==> src/rtl/mem_arbiter.sv <==
// Two-requester (fetch F / load-store D) arbiter for a single-ported unified memory.
// Optional macro ARB_ROUND_ROBIN_EN: alternate the winner on contention instead of fixed D-over-F.
module mem_arbiter #(
   parameter int AW    = 16,
   parameter int DW    = 16,
   parameter int DEPTH = 256,
   parameter int CNT_W = 16
) (
   input  logic             clock,
   input  logic             reset_n,
   input  logic             f_req,
   input  logic [AW-1:0]    f_addr,
   output logic             f_gnt,
   output logic             f_rvalid,
   output logic [DW-1:0]    f_rdata,
   input  logic             d_req,
   input  logic             d_we,
   input  logic [AW-1:0]    d_addr,
   input  logic [DW-1:0]    d_wdata,
   output logic             d_gnt,
   output logic             d_rvalid,
   output logic [DW-1:0]    d_rdata,
   output logic             addr_err,
   output logic             mem_enable,
   output logic             mem_we,
   output logic [AW-1:0]    mem_addr,
   output logic [DW-1:0]    mem_wdata,
   input  logic [DW-1:0]    mem_rdata,
   output logic             busy,
   output logic [CNT_W-1:0] contention_cnt
);

   typedef enum logic {IDLE = 1'b0, ACCESS = 1'b1} state_t;

   // One extra bit so DEPTH == 2**AW still compares correctly.
   localparam logic [AW:0] DEPTH_L = (AW+1)'(DEPTH);

   state_t          state;
   state_t          state_next;
   logic            lat_owner_d;
   logic            lat_we;
   logic [AW-1:0]   lat_addr;
   logic [DW-1:0]   lat_wdata;
   logic            in_range;
   logic            contended;
   logic            pick_d;

   assign in_range  = ({1'b0, lat_addr} < DEPTH_L);
   assign contended = (state == IDLE) && f_req && d_req;

`ifdef ARB_ROUND_ROBIN_EN
   logic last_winner_d;

   always_ff @(posedge clock) begin
      if (!reset_n)
         last_winner_d <= 1'b0;
      else if (contended)
         last_winner_d <= d_gnt;
   end

   assign pick_d = !last_winner_d;
`else
   assign pick_d = 1'b1;
`endif

   // NOTE: sequential state uses non-blocking assignments so every flop samples pre-edge values.
   always_ff @(posedge clock) begin
      if (!reset_n)
         state <= IDLE;
      else
         state <= state_next;
   end

   always_comb begin
      state_next = state;
      case (state)
         IDLE:    if (f_req || d_req) state_next = ACCESS;
         ACCESS:  state_next = IDLE;
         default: state_next = IDLE;
      endcase
   end

   // NOTE: every output gets a default before the case so no path can infer a latch.
   always_comb begin
      f_gnt      = 1'b0;
      d_gnt      = 1'b0;
      mem_enable = 1'b0;
      mem_we     = 1'b0;
      mem_addr   = '0;
      mem_wdata  = '0;
      busy       = (state != IDLE);
      case (state)
         IDLE: begin
            if (f_req && d_req) begin
               d_gnt = pick_d;
               f_gnt = !pick_d;
            end else begin
               f_gnt = f_req;
               d_gnt = d_req;
            end
         end
         ACCESS: begin
            if (in_range) begin
               mem_enable = 1'b1;
               mem_we     = lat_we;
               mem_addr   = lat_addr;
               mem_wdata  = lat_wdata;
            end
         end
         default: ;
      endcase
   end

   // NOTE: request latches are reset too; cheap flops, and a defined state eases debug.
   always_ff @(posedge clock) begin
      if (!reset_n) begin
         lat_owner_d <= 1'b0;
         lat_we      <= 1'b0;
         lat_addr    <= '0;
         lat_wdata   <= '0;
      end else if (d_gnt) begin
         lat_owner_d <= 1'b1;
         lat_we      <= d_we;
         lat_addr    <= d_addr;
         lat_wdata   <= d_wdata;
      end else if (f_gnt) begin
         lat_owner_d <= 1'b0;
         lat_we      <= 1'b0;
         lat_addr    <= f_addr;
         lat_wdata   <= '0;
      end
   end

   // Completion: mem_rdata is asynchronous, so it is valid at the edge closing ACCESS.
   always_ff @(posedge clock) begin
      if (!reset_n) begin
         f_rvalid <= 1'b0;
         d_rvalid <= 1'b0;
         addr_err <= 1'b0;
         f_rdata  <= '0;
         d_rdata  <= '0;
      end else begin
         f_rvalid <= 1'b0;
         d_rvalid <= 1'b0;
         addr_err <= 1'b0;
         if (state == ACCESS) begin
            addr_err <= !in_range;
            if (lat_owner_d) begin
               d_rvalid <= 1'b1;
               d_rdata  <= (in_range && !lat_we) ? mem_rdata : '0;
            end else begin
               f_rvalid <= 1'b1;
               f_rdata  <= in_range ? mem_rdata : '0;
            end
         end
      end
   end

   always_ff @(posedge clock) begin
      if (!reset_n)
         contention_cnt <= '0;
      else if (contended && (contention_cnt != '1))
         contention_cnt <= contention_cnt + 1'b1;
   end

endmodule

==> config.mk <==
export PLATFORM = sky130hd
export DESIGN_NAME = mem_arbiter
export DESIGN_NICKNAME = d
export VERILOG_FILES = /design/src/rtl/mem_arbiter.sv
export SDC_FILE = /design/constraint.sdc
export NUM_CORES = 1
export LEC_CHECK = 0
export CAP_MARGIN = 20
export CORE_MARGIN = 1
export CORE_UTILIZATION = 36
export CTS_CLUSTER_DIAMETER = 120
export DETAILED_ROUTE_END_ITERATION = 8
export PLACE_DENSITY_LB_ADDON = 0.12
export RECOVER_POWER = 25
export SYNTH_ARGS = -nofsm -noshare
export SYNTH_HDL_FRONTEND = slang
export SYNTH_SLANG_ARGS = --single-unit
==> constraint.sdc <==
create_clock -name clock -period 3.2 [get_ports clock]
set_input_delay 0.64 -clock clock [delete_from_list [all_inputs] [get_ports clock]]
set_output_delay 0.64 -clock clock [all_outputs]
set_load 0.05 [all_outputs]
==> impl_metrics.env, run 1 <==
export IMPL_status="completed"
export IMPL_crit_required_ns=3.41
export IMPL_reg2reg_to="d_rdata[8]"
export IMPL_fillers=850
export IMPL_p_int_mw=1.59
export IMPL_rr_worst_depth=4
export IMPL_dr_wl_met3_um=779
export IMPL_async_flop_share_pct=0
export IMPL_slew_headroom_pct=8.93
export IMPL_min_to="lat_wdata[1]"
export IMPL_irDropWorstVdd_v=0.000204
export IMPL_cts_root_buf="clkbuf_8"
export IMPL_floorplan_core_area_sq_um=9420
export IMPL_r2r_slack_ns=0.59
export IMPL_setup_viol=0
export IMPL_layout_min_cycle_time_ns=2.79
export IMPL_syn_area_per_cell_sq_um=9.09
export IMPL_p_switching_uw=640
export IMPL_clk_latency_ns=0.35
export IMPL_start_util_pct=37.9
export IMPL_synthTopCellsByCount="dfxtp_1, nor2_1, a22oi_1"
export IMPL_wl_met2_um=4660
export IMPL_die_w_um=102
export IMPL_synth_top_area_share_pct=48.2
export IMPL_power_share_switching_pct=28.7
export IMPL_cap_violations=0
export IMPL_grt_antenna_before_repair=0
export IMPL_maxSlewViolCount=0
export IMPL_clkPwrFrac_pct=32.3
export IMPL_vias=3359
export IMPL_p_per_area_nw_per_um2=400
export IMPL_synth_edf_count=0
export IMPL_drtPass1Iterations=4
export IMPL_antennaDiodeCount=0
export IMPL_cp_end_kind="flop"
export IMPL_synth_cell_types=39
export IMPL_pwr_share_comb_pct=16.7
export IMPL_critical_path_arrival_ns=3.00
export IMPL_holdCritStartpoint="lat_wdata[1]"
export IMPL_max_freq_mhz=358
export IMPL_synth_seq_cells=86
export IMPL_nets=601
export IMPL_die_h_um=102
export IMPL_vias_per_cell=5.05
export IMPL_slowest_stage="inv_1"
export IMPL_cpPeakStageDelay_ns=1.01
export IMPL_synth_most_common_cell="dfxtp_1"
export IMPL_grt_max_degree=44
export IMPL_power_total_mw=2.23
export IMPL_post_cts_resized=0
export IMPL_fin_skew_ns=0.0190
export IMPL_io_buffers=148
export IMPL_met1Wirelength_um=4280
export IMPL_tightest_slew_ns=1.36
export IMPL_grt_pass1_vias=3171
export IMPL_synth_area_sq_um=3570
export IMPL_path_max_fanout=43
export IMPL_cts_buffers=9
export IMPL_drt_wl_total_um=9830
export IMPL_post_cts_buffers=0
export IMPL_overflow=0
export IMPL_rsz0062_at_grt="false"
export IMPL_first_iter_violations=106
export IMPL_finalHoldViolCount=0
export IMPL_netlist_top_cells_area="dfxtp_1, a22oi_1, nor2_1"
export IMPL_multi_input_area_sq_um=1670
export IMPL_hold_depth=2
export IMPL_r2r_start="busy"
export IMPL_yosys_area_top_type="dfxtp_1"
export IMPL_startpoint_type="input port"
export IMPL_grt_pass1_wl_um=15700
export IMPL_p_leak_nw=2.13
export IMPL_seq_area_sq_um=1720
export IMPL_cp_cell_sequence="dlygate4sd3_1 > inv_1 > clkbuf_2 > nor2_1"
export IMPL_clkTransAtPathRegs_ns=0.10
export IMPL_area_growth_pct=56.2
export IMPL_clkSinkCount=86
export IMPL_clockBufferDepth=2
export IMPL_syn_instance_count=393
export IMPL_drive_above_1_share_pct=11.6
export IMPL_drc=0
export IMPL_rows=35
export IMPL_setup_tns_ns=0
export IMPL_cts_tree="built"
export IMPL_wl_per_cell_um=14.8
export IMPL_synth_yosys_warnings=0
export IMPL_h_tree_depth=3
export IMPL_worst_setup_path_type="in2reg"
export IMPL_power_frac_seq_pct=51.0
export IMPL_die_area_sq_um=10300
export IMPL_gp_congestion=0.798
export IMPL_ys_seq_area_share_pct=48.2
export IMPL_grt_usage_pct=19.2
export IMPL_maxUsedRoutingLayer="met4"
export IMPL_ant_nets=0
export IMPL_synth_flop_cell="dfxtp_1"
export IMPL_hp_class="reg2reg"
export IMPL_io_pins=157
export IMPL_post_route_period_util_pct=87.3
export IMPL_cts_hold_buf=0
export IMPL_hpwl_um=7030
[power by group through the flow]
stage,clock [mW],combinational (mW),sequential (mW)
2_1_floorplan,0,0.193,1.18
3_3_place_gp,0,0.375,1.16
3_5_place_dp,0,0.378,1.16
4_1_cts,0.744,0.379,1.14
5_1_grt,0.793,0.405,1.14
6_report,0.721,0.372,1.14
[worst max-delay path: cells and delay by family]
family	cells	cell delay [ns]
buffers and inverters	3	2.25
and+or+nand+nor	1	0.09
[metal layers]
| layer | vias to the layer above | global-route usage (%) |
|---|---|---|
| met1 | 1541 | 24.2 |
| met2 | 117 | 31.0 |
| met5 | - | 0 |
| met3 | 8 | 6.07 |
| li1 | 1693 | - |
| met4 | 0 | 6.24 |
[placed cells by master, fill, tap and decap left out, types with 2 or more instances in the layout]
master           Yosys  layout
clkdlybuf4s50_1      0     116
dfxtp_1             86      86
dlygate4sd3_1        0       4
nor3b_1              2       2
nor4_1               3       3
inv_1                5       6
conb_1               1       8
buf_12               0      27
nand2_1              7       7
nor2_1              76      75
a211oi_1            14      14
o31ai_1              6       6
clkinv_4             0       2
clkinvlp_4           0       2
o221a_2              2       2
a22oi_1             49      49
mux2i_1             16      16
clkbuf_1            22       3
clkbuf_8             0      10
and3_1              26      26
buf_4                9       7
o21ai_0              6       6
a21oi_1             15      15
or3_1                8       8
nand3_1              4       4
nand2b_1             3       3
or4_1                8       8
nand4_1              4       4
[area by class of cell]
type,count,share of cell area (%)
Inverter,6,0.404
Tap cell,129,2.89
Sequential cell,86,30.9
Clock inverter,6,0.942
Timing Repair Buffer,158,32.5
Multi-Input combinational cell,270,30.0
Clock buffer,10,2.47
[how the worst max path moves through the flow]
| stage | from | slack [ns] | endpoint | depth (start not counted) |
|---|---|---|---|---|
| detailed placement | d_req | 0.51 | contention_cnt[15] | 5 |
| global route | reset_n | 0.17 | lat_wdata[10] | 4 |
| CTS | lat_addr[15] | 0.44 | mem_wdata[2] | 5 |
| global placement | d_req | 0.53 | contention_cnt[15] | 5 |
| finish | reset_n | 0.41 | d_rdata[13] | 4 |
| floorplan | lat_addr[11] | 0.65 | mem_addr[0] | 4 |
[sequential cells by signal (all words and copies together) (netlist names)]
| register | cells |
|---|---|
| d_rvalid | 1 |
| lat_we | 1 |
| contention_cnt | 16 |
| lat_owner_d | 1 |
| addr_err | 1 |
| busy | 1 |
| d_rdata | 16 |
| f_rvalid | 1 |
| lat_wdata | 16 |
| f_rdata | 16 |
| lat_addr | 16 |
[metrics by stage]
| stage | utilization (%) | setup WS (ns) | cells | cell area (sq um) | hold slack, ns |
|---|---|---|---|---|---|
| after global placement | 57.4 | 0.535 | 648 | 5410 | 0.470 |
| final | 59.3 | 0.408 | 665 | 5580 | 0.497 |
| after CTS | 59.5 | 0.438 | 664 | 5600 | 0.503 |
| after global routing | 59.3 | 0.175 | 665 | 5580 | 0.534 |
| after detailed placement | 57.4 | 0.510 | 648 | 5410 | 0.478 |
| after floorplan | - | 0.646 | 400 | 3600 | 0.457 |
[cells by family after synthesis]
kind of cell	Yosys count	synth area share [%]
AOI/OAI and AO/OA	93	18.5
muxes	16	4.48
xor gates and xnor gates	1	0.245
DFF	86	48.2
buffers and inverters	44	5.96
other	1	0.105
adders and majority gates	1	0.350
and+or+nand+nor	151	22.1
(Power assumes the default switching activity.)
==> run 2, diff against run 1 <==
==> constraint.sdc (replaced) <==
create_clock -name clock -period 3.2 [get_ports clock]
set_input_delay 0.32 -clock clock [delete_from_list [all_inputs] [get_ports clock]]
set_output_delay 0.32 -clock clock [all_outputs]
set_load 0.05 [all_outputs]
==> impl_metrics.env, run 2 (synthesized netlist as in run 1, its figures left out) <==
export IMPL_finalHoldViolCount=0
export IMPL_first_iter_violations=126
export IMPL_ant_nets=0
export IMPL_setup_tns_ns=0
export IMPL_hp_class="reg2reg"
export IMPL_p_leak_nw=2.27
export IMPL_design_area_sq_um=5600
export IMPL_status="completed"
export IMPL_cts_hold_buf=0
export IMPL_vias_per_cell=5.13
export IMPL_floorplan_core_area_sq_um=9420
export IMPL_cts_buffers=9
export IMPL_slew_headroom_pct=8.04
export IMPL_cts_root_buf="clkbuf_8"
export IMPL_clockBufferDepth=2
export IMPL_clkSinkCount=86
export IMPL_vias=3418
export IMPL_cts_tree="built"
export IMPL_crit_family="simple AND/OR/NAND/NOR gates"
export IMPL_cp_cell_sequence="or4_1 > nor2_1 > clkbuf_1 > and3_1 > buf_12"
export IMPL_cp_num_cells=5
export IMPL_cp_num_buf_inv=2
export IMPL_p_switching_uw=636
export IMPL_cp_end_kind="output pin"
export IMPL_nets=602
export IMPL_clk_latency_ns=0.35
export IMPL_rows=35
export IMPL_die_h_um=102
export IMPL_clkPwrFrac_pct=33.7
export IMPL_grt_antenna_before_repair=0
export IMPL_worst_setup_path_type="reg2out"
export IMPL_hpwl_um=7030
export IMPL_drc=0
export IMPL_gp_congestion=0.775
export IMPL_final_cell_mix="dfxtp_1, clkdlybuf4s50_1, nor2_1, a22oi_1, dlygate4sd3_1"
export IMPL_area_growth_pct=56.9
export IMPL_max_freq_mhz=363
export IMPL_placed_area_sq_um=5430
export IMPL_io_pins=157
export IMPL_p_per_area_nw_per_um2=407
export IMPL_grt_pass1_wl_um=15700
export IMPL_wl_per_cell_um=14.9
export IMPL_power_share_switching_pct=27.9
export IMPL_startpoint_type="flop"
export IMPL_critPathLaunch="lat_addr[12]"
export IMPL_tightest_slew_ns=1.38
export IMPL_grt_usage_pct=19.4
export IMPL_setup_viol=0
export IMPL_p_int_mw=1.64
export IMPL_crit_required_ns=2.88
export IMPL_rr_worst_depth=5
export IMPL_post_cts_buffers=0
export IMPL_post_cts_resized=0
export IMPL_reg2reg_to="d_rdata[0]"
export IMPL_critical_path_arrival_ns=2.44
export IMPL_r2r_slack_ns=0.87
export IMPL_rsz0062_at_grt="false"
export IMPL_clkTransAtPathRegs_ns=0.09
export IMPL_cp_endpoint="mem_addr[7]"
export IMPL_layout_min_cycle_time_ns=2.76
export IMPL_io_buffers=148
export IMPL_start_util_pct=37.9
export IMPL_power_frac_seq_pct=50.0
export IMPL_h_tree_depth=3
export IMPL_path_max_fanout=17
export IMPL_slowest_stage="or4_1"
export IMPL_cap_violations=0
export IMPL_drt_wl_total_um=9930
export IMPL_drive_above_1_share_pct=11.9
export IMPL_post_route_period_util_pct=86.1
export IMPL_die_area_sq_um=10300
export IMPL_die_w_um=102
export IMPL_pwr_share_comb_pct=16.3
export IMPL_grt_pass1_vias=3238
export IMPL_cpPeakStageDelay_ns=0.61
export IMPL_antennaDiodeCount=0
export IMPL_final_common_cell="dfxtp_1"
export IMPL_drtPass1Iterations=5
export IMPL_r2r_start="busy"
export IMPL_maxSlewViolCount=0
export IMPL_overflow=0
export IMPL_fin_skew_ns=0.0123
export IMPL_utilization_pct=59.5
export IMPL_irDropWorstVdd_v=0.000241
export IMPL_grt_max_degree=44
==> run 2: power groups by stage <==
stage,logic (mW),clock network [mW],registers [mW]
2_1_floorplan,0.193,0,1.18
3_3_place_gp,0.375,0,1.16
3_5_place_dp,0.380,0,1.16
4_1_cts,0.381,0.791,1.14
5_1_grt,0.401,0.840,1.14
6_report,0.372,0.769,1.14
==> run 2: worst min path at each step <==
| stage | startpoint | to | slack [ns] | cells after the start |
|---|---|---|---|---|
| after floorplan | reset_n | addr_err | 0.44 | 2 |
| after global placement | lat_wdata[2] | lat_wdata[2] | 0.47 | 2 |
| after detailed placement | lat_wdata[11] | lat_wdata[11] | 0.48 | 2 |
| after CTS | lat_addr[6] | lat_addr[6] | 0.50 | 2 |
| after global routing | lat_addr[4] | lat_addr[4] | 0.52 | 2 |
| final | lat_addr[6] | lat_addr[6] | 0.50 | 2 |
==> run 2: cell type report <==
cell class | count | area [sq um]
flip-flops and latches | 86 | 1720
well taps | 129 | 161
repair buffers | 159 | 1830
inverters | 6 | 22.5
clock inverters | 7 | 71.3
clock buffers | 9 | 124
multi-input cells | 270 | 1670
fillers | 823 | 3810
==> run 2: per-layer routing <==
layer / vias up / track usage, % / part of all wire [%]
li1: 1691 / - / -
met1: 1563 / 24.2 / 43
met2: 145 / 31.3 / 47
met3: 19 / 5.18 / 8.0
met4: 0 / 8.81 / 2.4
met5: - / 0 / 0
==> run 2: worst reg2reg max path, cell delays in order, from the launching register on <==
cell and delay, ns:
dfxtp_1 0.95, nand2_1 0.11, buf_4 0.24, nor4_4 0.68
a22oi_1 0.17, nor2_1 0.12
==> run 2: metrics by stage <==
step / power [mW] / std cells / hold WS (ns) / setup slack, ns
floorplan: 1.38 / 400 / 0.443 / 0.966
global placement: 1.54 / 650 / 0.472 / 0.877
detailed placement: 1.54 / 650 / 0.476 / 0.827
CTS: 2.31 / 666 / 0.500 / 0.563
global route: 2.39 / 666 / 0.525 / 0.256
finish: 2.28 / 666 / 0.497 / 0.444
==> RTL edit (config.mk and constraints of run 2) <==
The parameter `CNT_W` goes from 16 to 20.
--- a/src/rtl/mem_arbiter.sv
+++ b/src/rtl/mem_arbiter.sv
@@ -4,7 +4,7 @@
    parameter int AW    = 16,
    parameter int DW    = 16,
    parameter int DEPTH = 256,
-   parameter int CNT_W = 16
+   parameter int CNT_W = 20
 ) (
    input  logic             clock,
    input  logic             reset_n,
Ports: changed (resized contention_cnt); port bits go from 157 to 161. No check against the original RTL was run, so the function may have changed too.
==> RTL edit against run 2 <==
Area after synthesis increased by 9.7%. Non-clock buffer count up 7. Sequential power increased by 4%. Maximum frequency grew 6.1%. Synthesized cell count is 10% higher. Final area is 6.4% higher. Total power rose by 0.70%. Sequential cell count up 4. Worst setup slack better by 0.16 ns. Worst hold slack better by 0.0023 ns. Routed wire length increased by 11%.
==> RTL edit: results (changes against run 2) <==
metric,value,unit,change
HPWL Detailed,7580,µm,was 7030 µm
Total Routing Usage GR,19.7,%,was 19.4%
"Max FO, Critical Path",10,,was 17
Reg2Reg Capture Point,lat_wdata[0],,was d_rdata[0]
share of layout cells above drive strength 1,11.5,%,was 11.9%
initial DRC count,143,,was 126
crit path from,lat_addr[11],,was lat_addr[12]
Final nets,646,,was 602
cell depth of the worst flop-to-flop path,4,,was 5
LEAKAGE,2.34,nW,was 2.27 nW
filler cell count,967,,was 823
Setup Skew,0.0150,ns,was 0.0123 ns
R2R setup slack,1.01,ns,was 0.87 ns
Area contributors post-synth,"dfxtp_1, a22oi_1, nor2_1",,unchanged
Syn Inst Count,434,,was 393
Slew HR,18.1,%,was 8.04%
final cell count without fillers,717,,was 666
status,"finished, final reports clean",,unchanged
cell at the slowest stage of the critical path,or4_1,,unchanged
first-pass GRT wire length,17800,µm,was 15700 µm
M3 GR Usage,7.11,%,was 5.18%
Post-DP Area,0.00580,mm²,was 0.00543 mm²
largest net degree at the start of global routing,42,,was 44
CP peak stage delay,0.64,ns,was 0.61 ns
Largest Register,contention_cnt,,
GRT met2 Usage,32.5,%,was 31.3%
fraction of registers with async set/reset,0,%,unchanged
Placed Instances,701,,was 650
H-tree depth,3,,unchanged
final setup fails,0,,unchanged
routed vias,3732,,was 3418
Worst EP arrival,2.28,ns,was 2.44 ns
Placer Congestion,0.789,,was 0.775
sequential fraction of the synthesis area,46.0,%,was 48.2%
routed length per instance,15.4,µm,was 14.9 µm
IO buf count,152,,was 148
Pre-antenna DRT Iters,4,,was 5
Critical Path Sink,mem_addr[5],,was mem_addr[7]
GR Util met1,24.2,%,about the same
Longest Clk Path Bufs,2,,unchanged
VDD IR-drop max,0.218,mV,was 0.241 mV
Commonest cells post-synth,"dfxtp_1, nor2_1, a22oi_1",,unchanged
synth unique cells,46,,was 39
RTL edit: changes by cell type after synthesis, moves of 3 or more:
| cell | before | now |
|---|---|---|
| clkbuf_1 | 22 | 26 |
| inv_1 | 5 | 9 |
| dfxtp_1 | 86 | 90 |
| nand2_1 | 7 | 20 |
| mux2i_1 | 16 | 21 |
| or3_1 | 8 | 3 |
| a211oi_1 | 14 | 17 |
| a21oi_1 | 15 | 7 |
| nor4_1 | 3 | 7 |
| o41ai_1 | 0 | 3 |
| o311ai_0 | 0 | 3 |
| o31ai_1 | 6 | 1 |
| nand2b_1 | 3 | 10 |
RTL edit: layout make-up:
type                            count  area (µm²)  area share [%]
Multi-Input combinational cell    300        1890            31.7
Clock inverter                      6        47.5           0.798
Timing Repair Buffer              166        1880            31.6
Sequential cell                    90        1800            30.2
Tap cell                          136         170            2.85
Clock buffer                       10         138            2.31
Inverter                            9        33.8           0.567
RTL edit: worst min-delay path by stage:
stage                    endpoint  slack (ns)  cells after the start
CTS                   lat_addr[1]        0.50                      2
global placement    lat_wdata[11]        0.47                      2
finish                lat_addr[6]        0.50                      2
floorplan            lat_wdata[0]        0.46                      2
global route         lat_wdata[4]        0.52                      2
detailed placement   lat_wdata[2]        0.48                      2
RTL edit: logic make-up after synthesis:
family,after synthesis,synth area share [%]
AO/OA/AOI/OAI,97,18.7
adder cells (fa/ha/maj),1,0.319
buffers and inverters,51,6.61
flip-flops,90,46.0
multiplexers,21,5.37
other,1,0.0957
AND/OR/NAND/NOR,173,22.9
RTL edit: metal layers:
layer / up-vias / wire length (µm) / share of wire, %
met1: 1747 / 5010 / 45
met5: - / 0 / 0
met3: 10 / 884 / 8.0
li1: 1855 / - / -
met2: 120 / 5030 / 46
met4: 0 / 112 / 1.0
RTL edit: stage by stage:
step | hold slack [ns] | util, % | setup slack, ns
floorplan | 0.457 | - | 0.858
global placement | 0.470 | 55.6 | 0.618
detailed placement | 0.479 | 55.6 | 0.580
CTS | 0.502 | 57.4 | 0.707
global route | 0.520 | 57.2 | 0.432
finish | 0.500 | 57.2 | 0.604
RTL edit: worst max-delay path: cells and delay by family (launching register included):
family | cells | cell delay [ns]
AND/OR/NAND/NOR | 3 | 1.11
flip-flops | 1 | 0.32
buffers and inverters | 2 | 0.50
RTL edit: power breakdown:
part | switching (mW) | internal [mW]
logic | 0.215 | 0.167
registers | 0.0225 | 1.16
clock network | 0.418 | 0.312
total | 0.655 | 1.64
